<file path="src/rtl/ti_adc_frame_aligner.sv">
// ti_adc_frame_aligner
// Collects per-way samples of a time-interleaved ADC into whole frames and
// queues complete frames in a small FIFO for a ready/valid consumer.
// Optional feature macro: TI_ADC_ALIGN_OFFSET_CORR_EN adds a per-way offset
// input; each captured sample becomes clamp(data - offset) with no extra latency.
module ti_adc_frame_aligner #(
  parameter int ADC_WAYS   = 8,
  parameter int ADC_BITS   = 9,
  parameter int FIFO_DEPTH = 4
) (
  input  logic                           ADCCLKP,
  input  logic                           CLKRST,
  input  logic [ADC_WAYS*ADC_BITS-1:0]   adc_data,
  input  logic [ADC_WAYS-1:0]            adc_strobe,
`ifdef TI_ADC_ALIGN_OFFSET_CORR_EN
  input  logic [ADC_WAYS*ADC_BITS-1:0]   offset,
`endif
  output logic [ADC_WAYS*ADC_BITS-1:0]   out_data,
  output logic                           out_valid,
  input  logic                           out_ready,
  output logic [$clog2(FIFO_DEPTH):0]    fifo_level,
  output logic                           overflow,
  output logic                           skew_err,
  input  logic                           err_clr
);

  localparam int DW = ADC_WAYS * ADC_BITS;
  localparam int AW = $clog2(FIFO_DEPTH);
  localparam int LW = AW + 1;
  localparam logic [LW-1:0] LVL_ZERO = {LW{1'b0}};
  localparam logic [LW-1:0] LVL_ONE  = LW'(1'b1);
  localparam logic [LW-1:0] LVL_FULL = LW'(FIFO_DEPTH);
  localparam logic [AW-1:0] PTR_ONE  = AW'(1'b1);

`ifdef TI_ADC_ALIGN_OFFSET_CORR_EN
  // Unsigned sample minus signed offset, saturated to the sample range.
  function automatic logic [ADC_BITS-1:0] sub_clamp(input logic [ADC_BITS-1:0] d,
                                                    input logic [ADC_BITS-1:0] o);
    logic [ADC_BITS+1:0] diff;
    diff = {2'b00, d} - {{2{o[ADC_BITS-1]}}, o};
    if (diff[ADC_BITS+1]) begin
      return {ADC_BITS{1'b0}};
    end else if (diff[ADC_BITS]) begin
      return {ADC_BITS{1'b1}};
    end else begin
      return diff[ADC_BITS-1:0];
    end
  endfunction
`endif

  logic [ADC_WAYS-1:0] got_q, got_d, got_nx_s;
  logic [ADC_BITS-1:0] cap_q [ADC_WAYS];
  logic [ADC_BITS-1:0] cap_d [ADC_WAYS];
  logic [DW-1:0]       frame_s;
  logic                complete_s, skew_set_s;

  logic [DW-1:0]       mem_q [FIFO_DEPTH];
  logic [AW-1:0]       wptr_q, wptr_d, rptr_q, rptr_d;
  logic [LW-1:0]       level_q, level_d, rem_s;
  logic [DW-1:0]       out_data_q, out_data_d;
  logic                out_valid_q, ovf_q, skew_q;
  logic                pop_s, full_s, push_ok_s, ovf_set_s, bypass_s;

  // Capture stage: load strobed ways, detect frame completion and re-strobes.
  always_comb begin
    frame_s = {DW{1'b0}};
    for (int k = 0; k < ADC_WAYS; k++) begin
      logic [ADC_BITS-1:0] lane;
      lane = adc_data[k*ADC_BITS +: ADC_BITS];
`ifdef TI_ADC_ALIGN_OFFSET_CORR_EN
      lane = sub_clamp(lane, offset[k*ADC_BITS +: ADC_BITS]);
`endif
      if (adc_strobe[k]) begin
        cap_d[k] = lane;
      end else begin
        cap_d[k] = cap_q[k];
      end
      frame_s[k*ADC_BITS +: ADC_BITS] = cap_d[k];
    end
    got_nx_s   = got_q | adc_strobe;
    complete_s = &got_nx_s;
    if (complete_s) begin
      got_d = {ADC_WAYS{1'b0}};
    end else begin
      got_d = got_nx_s;
    end
    skew_set_s = (|(adc_strobe & got_q)) & ~complete_s;
  end

  // FIFO control: push/pop arbitration, pointer and level update, next head frame.
  always_comb begin
    pop_s     = out_valid_q & out_ready;
    full_s    = (level_q == LVL_FULL);
    push_ok_s = complete_s & (~full_s | pop_s);
    ovf_set_s = complete_s & full_s & ~pop_s;
    if (push_ok_s) begin
      wptr_d = wptr_q + PTR_ONE;
    end else begin
      wptr_d = wptr_q;
    end
    if (pop_s) begin
      rptr_d = rptr_q + PTR_ONE;
      rem_s  = level_q - LVL_ONE;
    end else begin
      rptr_d = rptr_q;
      rem_s  = level_q;
    end
    case ({push_ok_s, pop_s})
      2'b10:   level_d = level_q + LVL_ONE;
      2'b01:   level_d = level_q - LVL_ONE;
      default: level_d = level_q;
    endcase
    // A frame pushed into a FIFO that is (or becomes) empty is the new head.
    bypass_s = push_ok_s & (rem_s == LVL_ZERO);
    if (level_d == LVL_ZERO) begin
      out_data_d = {DW{1'b0}};
    end else if (bypass_s) begin
      out_data_d = frame_s;
    end else begin
      out_data_d = mem_q[rptr_d];
    end
  end

  // State registers with synchronous reset; strobes in the reset cycle are dropped.
  always_ff @(posedge ADCCLKP) begin
    if (CLKRST) begin
      got_q       <= {ADC_WAYS{1'b0}};
      for (int k = 0; k < ADC_WAYS; k++) cap_q[k] <= {ADC_BITS{1'b0}};
      wptr_q      <= {AW{1'b0}};
      rptr_q      <= {AW{1'b0}};
      level_q     <= LVL_ZERO;
      out_data_q  <= {DW{1'b0}};
      out_valid_q <= 1'b0;
      ovf_q       <= 1'b0;
      skew_q      <= 1'b0;
    end else begin
      got_q       <= got_d;
      for (int k = 0; k < ADC_WAYS; k++) cap_q[k] <= cap_d[k];
      wptr_q      <= wptr_d;
      rptr_q      <= rptr_d;
      level_q     <= level_d;
      out_data_q  <= out_data_d;
      out_valid_q <= (level_d != LVL_ZERO);
      ovf_q       <= ovf_set_s | (ovf_q & ~err_clr);
      skew_q      <= skew_set_s | (skew_q & ~err_clr);
    end
  end

  // Frame storage; contents need no reset because the pointers gate every read.
  always_ff @(posedge ADCCLKP) begin
    if (!CLKRST && push_ok_s) begin
      mem_q[wptr_q] <= frame_s;
    end
  end

  assign out_data   = out_data_q;
  assign out_valid  = out_valid_q;
  assign fifo_level = level_q;
  assign overflow   = ovf_q;
  assign skew_err   = skew_q;

endmodule

</file>
<file path="config.mk">
export PLATFORM = sky130hd
export DESIGN_NAME = ti_adc_frame_aligner
export DESIGN_NICKNAME = d
export VERILOG_FILES = /design/src/rtl/ti_adc_frame_aligner.sv
export SDC_FILE = /design/constraint.sdc
export NUM_CORES = 1
export LEC_CHECK = 0
export CAP_MARGIN = 20
export CELL_PAD_IN_SITES_DETAIL_PLACEMENT = 0
export CELL_PAD_IN_SITES_GLOBAL_PLACEMENT = 1
export CORE_MARGIN = 4
export CORE_UTILIZATION = 56
export CTS_BUF_LIST = sky130_fd_sc_hd__clkbuf_16
export DETAILED_ROUTE_END_ITERATION = 6
export DONT_BUFFER_PORTS = 1
export GPL_ROUTABILITY_DRIVEN = 0
export PLACE_DENSITY_LB_ADDON = 0.1
export REMOVE_ABC_BUFFERS = 1
export SLEW_MARGIN = 30
export SYNTH_ARGS = -nofsm -noshare
export SYNTH_HDL_FRONTEND = slang
export SYNTH_SLANG_ARGS = --single-unit
</file>
<file path="constraint.sdc">
create_clock -name ADCCLKP -period 7.9 [get_ports ADCCLKP]
set_input_delay 1.975 -clock ADCCLKP [delete_from_list [all_inputs] [get_ports ADCCLKP]]
set_output_delay 1.975 -clock ADCCLKP [all_outputs]
set_load 0.03 [all_outputs]
</file>
==> results of run 1 <==
## worst paths after layout
kind	startpoint	to
max	out_ready	out_data[1]
min	wptr_q[1]	wptr_q[1]
max reg2reg	out_valid	out_data[1]
min reg2reg	wptr_q[1]	wptr_q[1]
## flip-flops by register name, indices dropped and copies added (netlist names), 2 cells and up
name        cells
fifo_level      3
out_data       72
wptr_q          2
rptr_q          2
cap_q          72
got_q           8
mem_q         288
## stage by stage
stage	TNS (ns)	power, µW	util	hold slack, ns	area [µm²]
floorplan	-627.02	2950	-	0.463	18600
global placement	0	3020	0.573	0.488	19300
detailed placement	0	3030	0.574	0.495	19300
CTS	0	4990	0.614	0.503	20700
global route	0	5130	0.615	0.519	20700
finish	0	4940	0.615	0.498	20700
## critical path: stages
cell	delay (ns)
and2_4	0.25
inv_4	0.52
nand3_1	0.15
and2_1	0.23
ha_1	0.42
a211oi_1	0.33
a211oi_2	0.10
nor3_4	0.21
buf_4	0.50
buf_4	0.60
a211oi_1	0.09
## logic make-up (layout without fill, tap and decap cells)
logic type               Yosys count  count (layout)  share of synthesized area
AND/OR/NAND/NOR                  475             475                      0.129
flip-flops                       450             450                      0.619
AO/OA/AOI/OAI                    308             308                      0.124
buffers and inverters            146             114                     0.0355
multiplexers                     144             144                     0.0843
adder cells (fa/ha/maj)            9               9                    0.00586
XOR/XNOR                           4               4                    0.00280
other                              0               1                          0
## area by class of cell
class,count,share of cell area
multi-input cells,940,0.322
inverters,10,0.00193
well taps,448,0.0271
flip-flops and latches,450,0.574
clock buffers,49,0.0592
repair buffers,19,0.00858
diodes,1,0.000121
clock inverters,36,0.00713
## layout by cell type, fill, tap and decap left out, drive strengths merged, types with 2 or more instances in the layout
cell    synthesis  routed
a211oi         74      74
a21oi          75      75
a221oi          3       3
a22oi           2       2
and2            6       6
buf            69      19
clkbuf         67      49
clkinv          0      19
dfxtp         162     162
edfxtp        288     288
ha              9       9
inv            10      26
mux2          143     143
nand2           8       8
nor2          166     166
nor2b          73      73
nor3          144     144
nor3b          71      71
nor4            2       2
o21ai          76      76
o221ai         71      71
o22ai           4       4
or3             2       2
xnor2           3       3
## power by group through the flow
| stage | clock network, µW | registers [µW] | logic (µW) |
|---|---|---|---|
| finish | 1960 | 2650 | 332 |
| global placement | 0 | 2700 | 321 |
| detailed placement | 0 | 2700 | 334 |
| floorplan | 0 | 2700 | 249 |
| global route | 2110 | 2650 | 369 |
| CTS | 2010 | 2650 | 336 |
## metal layers
metal,wire [µm],up-vias,global-route usage,share of wire
met4,829,0,0.0566,0.020
met3,2320,58,0.0428,0.056
met2,20000,287,0.365,0.48
li1,-,5614,-,-
met1,18100,5800,0.288,0.44
met5,0,-,0,0
==> metrics.txt, run 1 <==
number of global-route vias before repair 11.8k; Syn Inst Count 1536; number of warnings issued by yosys 0; Hold Path Class register to register; max cap viols 0; overall routing resource usage 0.216; area added between synthesis and finish 7.81%; IO buf count 0; Seq pwr share 0.536; Post-DRT Antenna Nets 0; Total Routed Length 41.2 mm; fin crit period 5.10 ns; vias 11.8k; Fill cells 2674; H-tree Lvls 2; ys flop type edfxtp_1; sw frac 0.230; Multi-input gate area 0.00666 mm²; CP arrival 5.49 ns; max frequency 196 MHz; cts bufs inserted 46; final non-filler cell total 1953; initial antenna violation count 1; DR iter-0 viols 836; Resized cells post-CTS 0; #FFs+latches synth 450; Seq/Total Area, Yosys 0.619; DRC viols 0; Die Y 193 µm; Yosys cell types 42; FFs w/ async S/R, synth 0; cell internal pwr 3800 µW; CTS sink cnt 450; Worst Setup Start Kind input pin; ranking of synthesized cells by area edfxtp_1 (45%), dfxtp_1 (17%), mux2_2 (8.4%); critical path required time 8.28 ns; HPWL after detailed placement 22.7 mm; Synth Area per Inst 12.5 µm²; top-count cell post-synth edfxtp_1; initial core utilization 0.570; CTS Root Buffer Type clkbuf_16; CP endpoint kind register; gr ovfl total 0; hold path depth 2; final worst-path cycle share 0.646; number of placed instances, taps included 1867; Clk pwr share 0.397; leak pwr 0.00671 µW; detailed-route wire length per cell 21.1 µm; hold buffer count at cts 0; full die area 0.0373 mm²; worst setup margin 2.80 ns; clk_lat worst skew 0.55 ns; Ports 162; CTS Buffer Depth 3; switching pwr 1140 µW; largest net degree at the start of global routing 152; synthesized area 0.0192 mm²; area leader, netlist edfxtp_1; Core Region 0.0337 mm²; Final setup viols 0; Setup WS pre-CTS 2.26 ns; most frequent cells after synthesis edfxtp_1 (288), nor2_1 (166), dfxtp_1 (162); Synth top area share 0.450; Slew Limit Headroom 0.385; Cell Rows 67; CTS tree done; maximum vdd drop 192 µV; final hold violations 0; Combinational Power Share 0.067; pwr dens 238 mW/mm²; post-CTS setup buffers 0; Reg2Reg Depth 13; WS Path Type input pin to register; DRT Pass-1 Iters 5; Worst Tran Pin Value 0.922 ns; Final Skew 0.0169 ns; final max-slew violation count 0; clk slew on worst S/H paths 0.06 ns; register area 0.0119 mm²; worst-path maximum fanout 56; number of flops mapped to enable cells by yosys 288; unrepaired setup endpoints after global routing false; setup slack, reg-to-reg 3.63 ns; Final nets 1560; DIE WIDTH 193 µm; first-pass GRT wire length 65.1 mm; status complete, no violations; ratio of cells with drive above 1 in the final layout 0.203; vias per cell 6.02
Power figures use the tool's default switching activity.
==> inputs of run 2 (changes only) <==
Settings changed: CORE_UTILIZATION 56 to 52.
Clock period 7.9 ns to 4.8 ns, I/O delays scaled along.
==> metrics.txt, run 2 (synthesis gave the netlist of run 1 again) <==
Worst Tran Pin Value 0.912 ns; initial core utilization 0.526; CTS tree done; number of global-route vias before repair 11.8k; IO buf count 0; Resized cells post-CTS 0; H-tree Lvls 2; CTS Root Buffer Type clkbuf_16; Total Routed Length 42.4 mm; DRC viols 0; Finished Cell Area 0.0210 mm²; final core occ 0.575; CP arrival 3.56 ns; final worst-path cycle share 0.654; Slew Limit Headroom 0.392; initial antenna violation count 2; gr ovfl total 0; ratio of cells with drive above 1 in the final layout 0.207; Final nets 1570; final hold violations 0; DR iter-0 viols 609; switching pwr 1920 µW; vias 11.7k; Crit. Startpoint adc_strobe[2]; Combinational Power Share 0.069; maximum vdd drop 312 µV; full die area 0.0401 mm²; DIE WIDTH 200 µm; CTS Buffer Depth 3; overall routing resource usage 0.209; fin crit period 3.14 ns; first-pass GRT wire length 67.3 mm; Post-DRT Antenna Nets 0; HPWL after detailed placement 24.0 mm; max frequency 319 MHz; diode count 0; Die Y 200 µm; vias per cell 5.92; Top reg by flops mem_q; Seq pwr share 0.527; Worst Setup Start Kind input pin; Largest register FFs 288; cell internal pwr 6330 µW; Final Skew 0.0166 ns; hold path start wptr_q[1]; unrepaired setup endpoints after global routing false; DRT Pass-1 Iters 5; Worst R2R Start fifo_level[0]; worst-path maximum fanout 25; Ports 162; commonest non-fill, non-tap cell in the layout edfxtp_1; detailed-route wire length per cell 21.4 µm; setup_tns 0 ns; clk slew on worst S/H paths 0.06 ns; max cap viols 0; pwr dens 393 mW/mm²; Area after DPL 0.0196 mm²; worst setup margin 1.66 ns; Final setup viols 0; cts bufs inserted 48; critical path required time 5.22 ns; WS Path Type input pin to register; post-CTS setup buffers 0; Clk pwr share 0.404; hold buffer count at cts 0; final max-slew violation count 0; area added between synthesis and finish 9.35%; Hold Path Class register to register; clk_lat worst skew 0.57 ns; Setup WS pre-CTS 1.06 ns; sw frac 0.233; leak pwr 0.00683 µW; CP endpoint kind register; commonest non-fill, non-tap cells in the layout edfxtp_1 (288), nor2_1 (166), dfxtp_1 (160); Cell Rows 70; Core Region 0.0365 mm²; largest net degree at the start of global routing 252; CTS sink cnt 450; status complete, no violations
run 2: cell types whose count changed in the layout (fill, tap and decap cells not counted), moves of 2 or more:
cell / previous run / this run
buf_6: 2 / 0
clkinv_2: 7 / 4
buf_12: 1 / 14
buf_4: 14 / 11
run 2: routing by layer:
layer	vias to the layer above	GRT usage	share of wire
met5	-	0	0.00040
met1	5801	0.287	0.45
met3	50	0.0435	0.055
met4	2	0.0534	0.015
met2	256	0.345	0.48
li1	5631	-	-
run 2: final cells by class:
class,instances,area [µm²]
tap,468,586
clock buffer,49,1230
clock inverter,39,194
multi-input combinational,940,6660
fill,2966,15500
timing repair buffer,27,405
sequential,450,11900
inverter,10,40.0
run 2: power by group through the flow:
stage	Clock [µW]	Combinational [µW]	Sequential [µW]
2_1_floorplan	0	410	4440
4_1_cts	3420	573	4350
5_1_grt	3600	631	4360
3_3_place_gp	0	555	4440
6_report	3330	569	4350
3_5_place_dp	0	572	4440
run 2: critical path, stage by stage:
cell and delay [ns]:
o22ai_1 0.09, nor4_4 0.41, and2_1 0.29, ha_1 0.35
a211oi_1 0.31, a211oi_2 0.09, nor3_4 0.25, buf_4 0.49
a211oi_2 0.07
run 2: path summary, 6_finish.rpt:
check | to | slack (ns) | depth (start not counted)
min reg2reg | wptr_q[1] | 0.50 | 2
max reg2reg | out_data[31] | 1.69 | 10
max | out_data[31] | 1.66 | 9
min | wptr_q[1] | 0.50 | 2
run 2: through the flow:
stage / hold WS (ns) / cells / total power (µW)
after floorplan: 0.463 / 1400 / 4850
after CTS: 0.500 / 1982 / 8350
after global routing: 0.522 / 1983 / 8590
after global placement: 0.490 / 1893 / 4990
final: 0.500 / 1983 / 8260
after detailed placement: 0.493 / 1894 / 5010
==> inputs of run 3 (changes only) <==
Clock period 4.8 ns to 2.9 ns, I/O delays scaled along.
==> metrics.txt, run 3 (synthesis gave the netlist of run 1 again) <==
status complete, no violations; max frequency 379 MHz; H-tree Lvls 2; Worst path slowest cell dfxtp_1; CTS Root Buffer Type clkbuf_16; commonest non-fill, non-tap cell in the layout edfxtp_1; gr ovfl total 0; Slew Limit Headroom 0.536; Resized cells post-CTS 0; clk_lat worst skew 0.57 ns; CTS tree done; fin crit period 2.64 ns; Hold Path Class input pin to register; DR iter-0 viols 683; full die area 0.0401 mm²; first-pass GRT wire length 67.5 mm; leak pwr 0.00695 µW; DRT Pass-1 Iters 5; Final setup viols 0; max cap viols 0; cts bufs inserted 48; final max-slew violation count 0; HPWL after detailed placement 24.1 mm; Worst Tran Pin Value 0.696 ns; WS Path Type register to register; worst setup margin 0.263 ns; number of global-route vias before repair 11.9k; Worst Setup Start Kind register; Worst R2R Start got_q[2]; worst-path maximum fanout 15; final worst-path cycle share 0.909; Post-DRT Antenna Nets 0; vias per cell 5.97; Total Routed Length 42.7 mm; diode count 0; post-CTS setup buffers 0; detailed-route wire length per cell 21.4 µm; Core Region 0.0365 mm²; number of placed instances, taps included 1909; ratio of cells with drive above 1 in the final layout 0.219; r2r endpoint out_data[8]; Ports 162; Top reg by flops mem_q; initial core utilization 0.526; hold path depth 1; CTS Buffer Depth 3; setup slack, reg-to-reg 0.26 ns; DRC viols 0; vias 11.9k; Die Y 200 µm; WHS Endpoint cap_q[0][25]; Hold WS 0.224 ns; commonest non-fill, non-tap cells in the layout edfxtp_1 (288), nor2_1 (166), dfxtp_1 (160); Final nets 1584; DIE WIDTH 200 µm; Final Skew 0.0157 ns; crit path buf inv count 3; critical path cell sequence o22ai_1, nor4_4, and2_1, inv_2, ha_1, nor2b_1, a211oi_1, a211oi_2, nor3_4, buf_12, buf_4, a211oi_2; area added between synthesis and finish 10.6%; Reg2Reg Depth 12; most used cell, CP a211oi_2; initial antenna violation count 0; hold buffer count at cts 0; critical path required time 3.33 ns; clk slew on worst S/H paths 0.06 ns; largest net degree at the start of global routing 144; Setup WS pre-CTS -0.0535 ns; IO buf count 0; Crit path largest cell delay 0.36 ns; CP endpoint kind register; overall routing resource usage 0.209; CTS sink cnt 450; cell family with most CP delay simple AND/OR/NAND/NOR gates; Cell Rows 70; final hold violations 0; hold path start CLKRST; Fill cells 2947; final non-filler cell total 1997; pwr dens 649 mW/mm²; maximum vdd drop 540 µV; unrepaired setup endpoints after global routing false; CP arrival 3.07 ns; Largest register FFs 288
-- run 3: worst max path at each step --
stage                             start           end  slack (ns)  cells past startpoint
final                          got_q[2]   out_data[8]        0.26                     12
after global routing           got_q[2]  out_data[69]        0.07                     12
after CTS                      got_q[2]   out_data[8]        0.25                     12
after detailed placement  adc_strobe[2]   out_data[8]       -0.05                     12
after global placement    adc_strobe[2]   out_data[8]       -0.04                     12
after floorplan               out_ready   out_data[0]       -6.34                     11
-- run 3: power breakdown --
part           internal, µW  switching, µW
clock network          3190           2410
registers              6990            207
logic                   393            600
total                 10600           3220
-- run 3: cell type report --
cell class              instances  area, µm²  area share
multi-input cells             940       6660       0.313
repair buffers                 41        621      0.0292
flip-flops and latches        450      11900       0.560
inverters                      10       40.0     0.00188
clock buffers                  50       1250      0.0589
clock inverters                38        193     0.00907
well taps                     468        586      0.0276
-- run 3: per-stage QoR --
| stage | area (µm²) | TNS [ns] | total power (µW) | utilization |
|---|---|---|---|---|
| global placement | 19800 | -0.978 | 8310 | 0.542 |
| CTS | 21200 | 0 | 14000 | 0.582 |
| detailed placement | 19800 | -1.78 | 8340 | 0.542 |
| global route | 21200 | 0 | 14300 | 0.582 |
| finish | 21200 | 0 | 13800 | 0.582 |
| floorplan | 18600 | -2007.60 | 8020 | - |
-- run 3: metal layers --
metal | vias to the layer above | global-route usage | share of wire
li1 | 5658 | - | -
met1 | 5970 | 0.287 | 0.45
met2 | 248 | 0.345 | 0.48
met3 | 55 | 0.0481 | 0.054
met4 | 0 | 0.0452 | 0.017
met5 | - | 0 | 0
